<file path="config.mk">
export PLATFORM = sky130hd
export DESIGN_NAME = conv_window_mac_flat
export DESIGN_NICKNAME = d
export VERILOG_FILES = /design/src/rtl/cnn_fixed_pkg.sv /design/src/rtl/conv_window_mac_if.sv /design/src/rtl/conv_window_mac_sat.sv /design/src/rtl/conv_window_mac.sv /design/src/flat_wrapper.sv
export SDC_FILE = /design/constraint.sdc
export NUM_CORES = 1
export LEC_CHECK = 0
export CORE_AREA = 2 2 231 165
export DETAILED_ROUTE_END_ITERATION = 16
export DIE_AREA = 0 0 233 167
export PLACE_DENSITY = 0.69
export SLEW_MARGIN = 40
export SYNTH_ARGS = -nofsm -noshare
export SYNTH_HDL_FRONTEND = slang
export SYNTH_SLANG_ARGS = --single-unit
</file>
<file path="constraint.sdc">
create_clock -name clk -period 4.38 [get_ports clk]
set_input_delay 0.876 -clock clk [delete_from_list [all_inputs] [get_ports clk]]
set_output_delay 0.876 -clock clk [all_outputs]
set_load 0.02 [all_outputs]
</file>
<file path="src/rtl/cnn_fixed_pkg.sv">
// Shared Q5.11 fixed-point constants and the MAC window FSM state encoding.
package cnn_fixed_pkg;

  localparam int CNN_DATA_W = 16;
  localparam int CNN_FRAC_W = 11;

  localparam logic [CNN_DATA_W-1:0] Q_MAX = 16'h7FFF;
  localparam logic [CNN_DATA_W-1:0] Q_MIN = 16'h8000;

  typedef enum logic [1:0] {
    ST_IDLE  = 2'd0,
    ST_ACCUM = 2'd1,
    ST_DRAIN = 2'd2,
    ST_OUT   = 2'd3
  } mac_state_e;

endpackage

</file>
<file path="src/rtl/conv_window_mac_if.sv">
// Start/bias command, pixel/weight stream and result handshake of one MAC window engine.
interface conv_window_mac_if
  import cnn_fixed_pkg::*;
#(
  parameter int DATA_W = CNN_DATA_W
);

  logic              start;
  logic [DATA_W-1:0] bias;
  logic              in_valid;
  logic              in_ready;
  logic [DATA_W-1:0] pixel;
  logic [DATA_W-1:0] weight;
  logic              out_valid;
  logic              out_ready;
  logic [DATA_W-1:0] out_data;
  logic              sat_flag;
  logic              busy;

  modport master (
    output start, bias, in_valid, pixel, weight, out_ready,
    input  in_ready, out_valid, out_data, sat_flag, busy
  );

  modport slave (
    input  start, bias, in_valid, pixel, weight, out_ready,
    output in_ready, out_valid, out_data, sat_flag, busy
  );

endinterface

</file>
<file path="src/rtl/conv_window_mac_sat.sv">
// Accumulator to Q5.11 conversion: arithmetic floor shift, then clamp to the signed DATA_W range.
module q_acc_saturate
  import cnn_fixed_pkg::*;
#(
  parameter int ACC_W  = 40,
  parameter int DATA_W = CNN_DATA_W,
  parameter int FRAC_W = CNN_FRAC_W
) (
  input  logic signed [ACC_W-1:0]  i_acc,
  output logic        [DATA_W-1:0] o_data,
  output logic                     o_sat
);

  logic signed [ACC_W-1:0]    w_r;
  logic        [ACC_W-DATA_W:0] w_hi;
  logic                       w_pos_ovf;
  logic                       w_neg_ovf;

  assign w_r  = i_acc >>> FRAC_W;
  // The value fits DATA_W exactly when every bit from DATA_W-1 upward equals the sign.
  assign w_hi = w_r[ACC_W-1:DATA_W-1];
  assign w_pos_ovf = ~w_hi[ACC_W-DATA_W] & (|w_hi);
  assign w_neg_ovf =  w_hi[ACC_W-DATA_W] & ~(&w_hi);

  always_comb begin
    o_data = w_r[DATA_W-1:0];
    o_sat  = 1'b0;
    if (w_pos_ovf) begin
      o_data = {1'b0, {(DATA_W-1){1'b1}}};
      o_sat  = 1'b1;
    end else if (w_neg_ovf) begin
      o_data = {1'b1, {(DATA_W-1){1'b0}}};
      o_sat  = 1'b1;
    end
  end

endmodule

</file>
<file path="src/rtl/conv_window_mac.sv">
// Sequential multiply-accumulate over one convolution window with bias, one-stage product
// pipeline and a saturated Q5.11 result held until downstream accepts it.
//
//  state | meaning
//  IDLE  | waiting for start; bias is loaded into the accumulator on start
//  ACCUM | in_ready high, accepting TAPS pixel/weight pairs
//  DRAIN | two cycles: fold in last product, then register result
//  OUT   | out_valid held until out_ready
module conv_window_mac
  import cnn_fixed_pkg::*;
#(
  parameter int DATA_W = CNN_DATA_W,
  parameter int FRAC_W = CNN_FRAC_W,
  parameter int TAPS   = 25,
  parameter int ACC_W  = 40
) (
  input  logic             clk,
  input  logic             rst_n,
  conv_window_mac_if.slave bus
);

  localparam int CNT_W = $clog2(TAPS + 1);
  localparam logic [CNT_W-1:0] CNT_LAST = CNT_W'(TAPS - 1);

  localparam logic [1:0] S_IDLE  = ST_IDLE;
  localparam logic [1:0] S_ACCUM = ST_ACCUM;
  localparam logic [1:0] S_DRAIN = ST_DRAIN;
  localparam logic [1:0] S_OUT   = ST_OUT;

  if (TAPS < 1) begin : g_bad_taps
    $error("conv_window_mac: TAPS must be at least 1");
  end
  if (ACC_W < 2*DATA_W + $clog2(TAPS) + 1) begin : g_bad_acc_w
    $error("conv_window_mac: ACC_W too narrow for TAPS products");
  end

  logic [1:0]              r_state;
  logic [CNT_W-1:0]        r_cnt;
  logic                    r_drain;
  logic                    r_pend;
  logic [2*DATA_W-1:0]     r_prod;
  logic signed [ACC_W-1:0] r_acc;
  logic                    r_out_valid;
  logic [DATA_W-1:0]       r_out_data;
  logic                    r_sat;

  logic                    w_accept;
  logic [2*DATA_W-1:0]     w_pix_ext;
  logic [2*DATA_W-1:0]     w_wgt_ext;
  logic [2*DATA_W-1:0]     w_prod;
  logic [ACC_W-1:0]        w_prod_ext;
  logic [ACC_W-1:0]        w_bias_ext;
  logic [DATA_W-1:0]       w_sat_data;
  logic                    w_sat;

  assign w_accept = bus.in_valid & (r_state == S_ACCUM);

  // Operands are sign-extended to the full product width, so the low half of the
  // unsigned product is the exact signed result.
  assign w_pix_ext = {{DATA_W{bus.pixel[DATA_W-1]}}, bus.pixel};
  assign w_wgt_ext = {{DATA_W{bus.weight[DATA_W-1]}}, bus.weight};
  assign w_prod    = w_pix_ext * w_wgt_ext;

  assign w_prod_ext = {{(ACC_W-2*DATA_W){r_prod[2*DATA_W-1]}}, r_prod};
  assign w_bias_ext = {{(ACC_W-DATA_W){bus.bias[DATA_W-1]}}, bus.bias} << FRAC_W;

  q_acc_saturate #(
    .ACC_W  (ACC_W),
    .DATA_W (DATA_W),
    .FRAC_W (FRAC_W)
  ) u_sat (
    .i_acc  (r_acc),
    .o_data (w_sat_data),
    .o_sat  (w_sat)
  );

  always_ff @(posedge clk or negedge rst_n) begin
    if (!rst_n) begin
      r_state     <= S_IDLE;
      r_cnt       <= '0;
      r_drain     <= 1'b0;
      r_out_valid <= 1'b0;
      r_out_data  <= '0;
      r_sat       <= 1'b0;
    end else begin
      case (r_state)
        S_IDLE: begin
          if (bus.start) begin
            r_state <= S_ACCUM;
            r_cnt   <= '0;
          end
        end
        S_ACCUM: begin
          if (w_accept) begin
            r_cnt <= r_cnt + CNT_W'(1);
            if (r_cnt == CNT_LAST) begin
              r_state <= S_DRAIN;
              r_drain <= 1'b0;
            end
          end
        end
        S_DRAIN: begin
          if (!r_drain) begin
            r_drain <= 1'b1;
          end else begin
            r_out_data  <= w_sat_data;
            r_sat       <= w_sat;
            r_out_valid <= 1'b1;
            r_state     <= S_OUT;
          end
        end
        S_OUT: begin
          if (bus.out_ready) begin
            r_out_valid <= 1'b0;
            r_state     <= S_IDLE;
          end
        end
        default: r_state <= S_IDLE;
      endcase
    end
  end

  // Product register feeds the accumulator one cycle later; pend marks a product in flight.
  always_ff @(posedge clk or negedge rst_n) begin
    if (!rst_n) begin
      r_prod <= '0;
      r_pend <= 1'b0;
      r_acc  <= '0;
    end else begin
      r_pend <= w_accept;
      if (w_accept) begin
        r_prod <= w_prod;
      end
      if ((r_state == S_IDLE) && bus.start) begin
        r_acc <= w_bias_ext;
      end else if (r_pend) begin
        r_acc <= r_acc + w_prod_ext;
      end
    end
  end

  assign bus.in_ready  = (r_state == S_ACCUM);
  assign bus.busy      = (r_state != S_IDLE);
  assign bus.out_valid = r_out_valid;
  assign bus.out_data  = r_out_data;
  assign bus.sat_flag  = r_sat;

endmodule
</file>
<file path="src/flat_wrapper.sv">
// flat-port wrapper written by rule: the top's interface ports become plain ports
module conv_window_mac_flat import cnn_fixed_pkg::*;
#(
  parameter int DATA_W = CNN_DATA_W,
  parameter int FRAC_W = CNN_FRAC_W,
  parameter int TAPS   = 25,
  parameter int ACC_W  = 40
)
  (clk, rst_n, bus_start, bus_bias, bus_in_valid, bus_pixel, bus_weight, bus_out_ready, bus_in_ready, bus_out_valid, bus_out_data, bus_sat_flag, bus_busy);
  conv_window_mac_if #(.DATA_W(DATA_W)) bus_i ();
  input  logic clk;
  input  logic rst_n;
  input wire logic [$bits(bus_i.start)-1:0] bus_start;
  input wire logic [$bits(bus_i.bias)-1:0] bus_bias;
  input wire logic [$bits(bus_i.in_valid)-1:0] bus_in_valid;
  input wire logic [$bits(bus_i.pixel)-1:0] bus_pixel;
  input wire logic [$bits(bus_i.weight)-1:0] bus_weight;
  input wire logic [$bits(bus_i.out_ready)-1:0] bus_out_ready;
  output wire logic [$bits(bus_i.in_ready)-1:0] bus_in_ready;
  output wire logic [$bits(bus_i.out_valid)-1:0] bus_out_valid;
  output wire logic [$bits(bus_i.out_data)-1:0] bus_out_data;
  output wire logic [$bits(bus_i.sat_flag)-1:0] bus_sat_flag;
  output wire logic [$bits(bus_i.busy)-1:0] bus_busy;
  assign bus_i.start = bus_start;
  assign bus_i.bias = bus_bias;
  assign bus_i.in_valid = bus_in_valid;
  assign bus_i.pixel = bus_pixel;
  assign bus_i.weight = bus_weight;
  assign bus_i.out_ready = bus_out_ready;
  assign bus_in_ready = bus_i.in_ready;
  assign bus_out_valid = bus_i.out_valid;
  assign bus_out_data = bus_i.out_data;
  assign bus_sat_flag = bus_i.sat_flag;
  assign bus_busy = bus_i.busy;
  conv_window_mac #(.DATA_W(DATA_W), .FRAC_W(FRAC_W), .TAPS(TAPS), .ACC_W(ACC_W)) u_core (.clk(clk), .rst_n(rst_n), .bus(bus_i));
endmodule
</file>
==> impl_metrics.tcl <==
set metrics [dict create \
    vias_per_cell 5.21 \
    worst-setup-path-type "primary input to flip-flop" \
    grt-ovfl-total 0 \
    finClkSkew_ns 0.00976 \
    async_flop_share 1.00 \
    crit_arrival_ns 6.30 \
    syn_area_um2 16300 \
    dieArea_um2 38900 \
    fmax_mhz 164 \
    synth_cell_types 77 \
    row_count 59 \
    antenna_cells 0 \
    port_buffers 72 \
    gp_routability_congestion 0.920 \
    insertion_delay_ns 0.35 \
    crit_required_ns 4.60 \
    ant_nets 0 \
    cts_made_buffers 9 \
    status "finished, violations left" \
    nFillCells 3240 \
    stdcell_area_um2 20300 \
    cts_hold_buf 0 \
    clkTransAtPathRegs_ns 0.07 \
    setup_viol 24 \
    whs_ns 0.385 \
    hp-class "primary input to async pin" \
    clockBufferDepth 2 \
    nNetsFinal 2513 \
    period_needed_ns 6.08 \
    initial_core_util 0.445 \
    drv_slew 0 \
    cp_max_fo 4 \
    post_drt_wl_per_cell_um 16.1 \
    syn_nets 2284 \
    relSlewSlack 0.459 \
    fin_crit_sh 1.39 \
    cts.sinks 99 \
    grt_pass1_wl_um 69100 \
    multi_input_area_um2 13000 \
    start_kind "primary input" \
    rsz0062_at_grt "yes" \
    firstDrtPassIters 5 \
    syn_area_per_cell_um2 8.87 \
    core_area_um2 36700 \
    num_vias 13300 \
    wl_um 41300 \
    critPathCaptureType "flip-flop" \
    highest_layer "met4" \
    hold_viol_final 0 \
    worst_pin_slew_ns 0.806 \
    grt_pass1_vias 13800 \
    synth_warnings 0 \
    grt_util_all_layers 0.218 \
    wl_met2_um 19900 \
    fin_ws_ns -1.70 \
    ys_seq_area_frac 0.152 \
    synth_top_area_share 0.323 \
    synth-seq-cells 99 \
    cts_tree "yes" \
    ys.flop_type "dfrtp_1" \
    syn_to_final_growth_pct 24.6 \
    drc 0 \
    violations "setup timing" \
    h-tree-depth 3 \
    cap_viol_max_count 0 \
    regArea_um2 2480 \
    die_h_um 167 \
    drt_iter0_drc 691 \
    dp_hpwl_um 33800 \
    dpl_cell_area_um2 19100 \
    die_width_um 233 \
    final_layout_size_suffix_gt1_frac 0.228 \
    drt-met1-wl_um 19400 \
    synth_top_area_cell "fa_1" \
    reg2reg_slack_ns 0.69 \
    grt_max_degree 58 \
    synth_enable_flop_cells 0 \
    netlist_instances 1840 \
    ios 73 \
    root_buffer "clkbuf_16" \
    dr_wl_met3_um 1620 \
    ys_top_cells_by_area "fa_1 (32%), dfrtp_1 (15%), ha_1 (9.8%)" \
    antenna_found_initial 0 \
]
## stage by stage
stage	TNS (ns)	utilization	setup slack (ns)	instances
finish	-31.64	0.555	-1.70	2562
global placement	-53.28	0.520	-2.51	2507
detailed placement	-54.94	0.520	-2.58	2507
CTS	-31.92	0.545	-1.74	2547
global route	-35.38	0.555	-1.86	2562
floorplan	-28.27	-	-1.66	1840
## worst max-delay path, stage by stage
cell      delay, ns
buf_8          0.11
buf_6          0.12
and2_4         0.13
fa_1           0.54
inv_2          0.04
fa_1           0.52
inv_1          0.05
fa_1           0.50
fa_1           0.44
fa_1           0.49
inv_1          0.05
fa_1           0.50
inv_2          0.05
ha_4           0.28
nand4_1        0.13
or4_4          0.52
o221ai_4       0.23
a211oi_2       0.12
o31ai_1        0.23
a21oi_1        0.11
xor2_1         0.17
o21ai_1        0.07
## repair_timing
| item | CTS | global route |
|---|---|---|
| buffers inserted | 21 | 17 |
| gates cloned | 3 | 0 |
| setup endpoints to repair | 26 | 26 |
| gates resized for setup | 262 | 105 |
| pin swaps | 94 | 83 |
## cells in the mapped netlist, drive strengths merged, types with 13 or more instances
library cell and number:
xnor2 33, ha 128, mux2i 19, nand2b 17, o21ai 110, clkbuf 68
fa 263, nand2 215, inv 337, a31oi 13, nor2 74, a21oi 96
nor3 22, dfrtp 99, xor2 30, and2 130, nand3 17, a211oi 13
a21o 32
## layer usage
metal / up-vias / global-route usage
met5: - / 0
met4: 0 / 0.0280
li1: 6299 / -
met3: 35 / 0.0207
met2: 300 / 0.354
met1: 6703 / 0.324
## final cells by class
class	count	area share
well taps	488	0.0300
inverters	338	0.0626
clock inverters	4	0.00486
multi-input cells	1327	0.638
flip-flops and latches	99	0.122
clock buffers	12	0.0116
repair buffers	294	0.131
## final timing paths
check | startpoint | to | depth (start not counted)
max | bus_pixel[5] | u_core.r_prod[30] | 22
min | rst_n | u_core.bus.out_data[9] | 1
max reg2reg | u_core.r_acc[0] | u_core.r_acc[36] | 12
min reg2reg | u_core.bus.out_data[3] | u_core.bus.out_data[3] | 2
max in group asynchronous | rst_n | u_core.r_pend | 3
min in group clk | u_core.bus.out_data[3] | u_core.bus.out_data[3] | 2
## placed cells by master, fill, tap and decap left out, types with 22 or more instances in the layout
master	synthesis	final
inv_1	337	302
fa_1	263	245
nand2_1	215	194
buf_4	3	173
ha_1	128	105
and2_1	128	98
dfrtp_1	99	98
o21ai_0	105	80
a21oi_1	95	78
nor2_1	74	71
buf_6	2	51
clkdlybuf4s50_1	0	40
inv_2	0	32
and2_4	0	30
xor2_1	30	30
a21o_1	29	29
xnor2_1	33	29
o21ai_1	5	24
nor3_1	22	22
## flip-flops by register name (all words and copies together), names as in the netlist
register,cells
u_core.bus.out_data,16
u_core.bus.out_valid,1
u_core.bus.sat_flag,1
u_core.r_acc,40
u_core.r_cnt,5
u_core.r_drain,1
u_core.r_pend,1
u_core.r_prod,32
u_core.r_state,2
## logic make-up after synthesis
logic type,count (synthesis),synth area share
flops,99,0.152
fa+ha+maj,391,0.421
compound gates,330,0.125
mux,25,0.0158
simple gates,518,0.154
buf+inv,414,0.0989
xor+xnor,63,0.0338
Power is left out: the tool's default activity adds up to more than one toggle a clock period on the data nets, which glitch-free logic cannot reach.
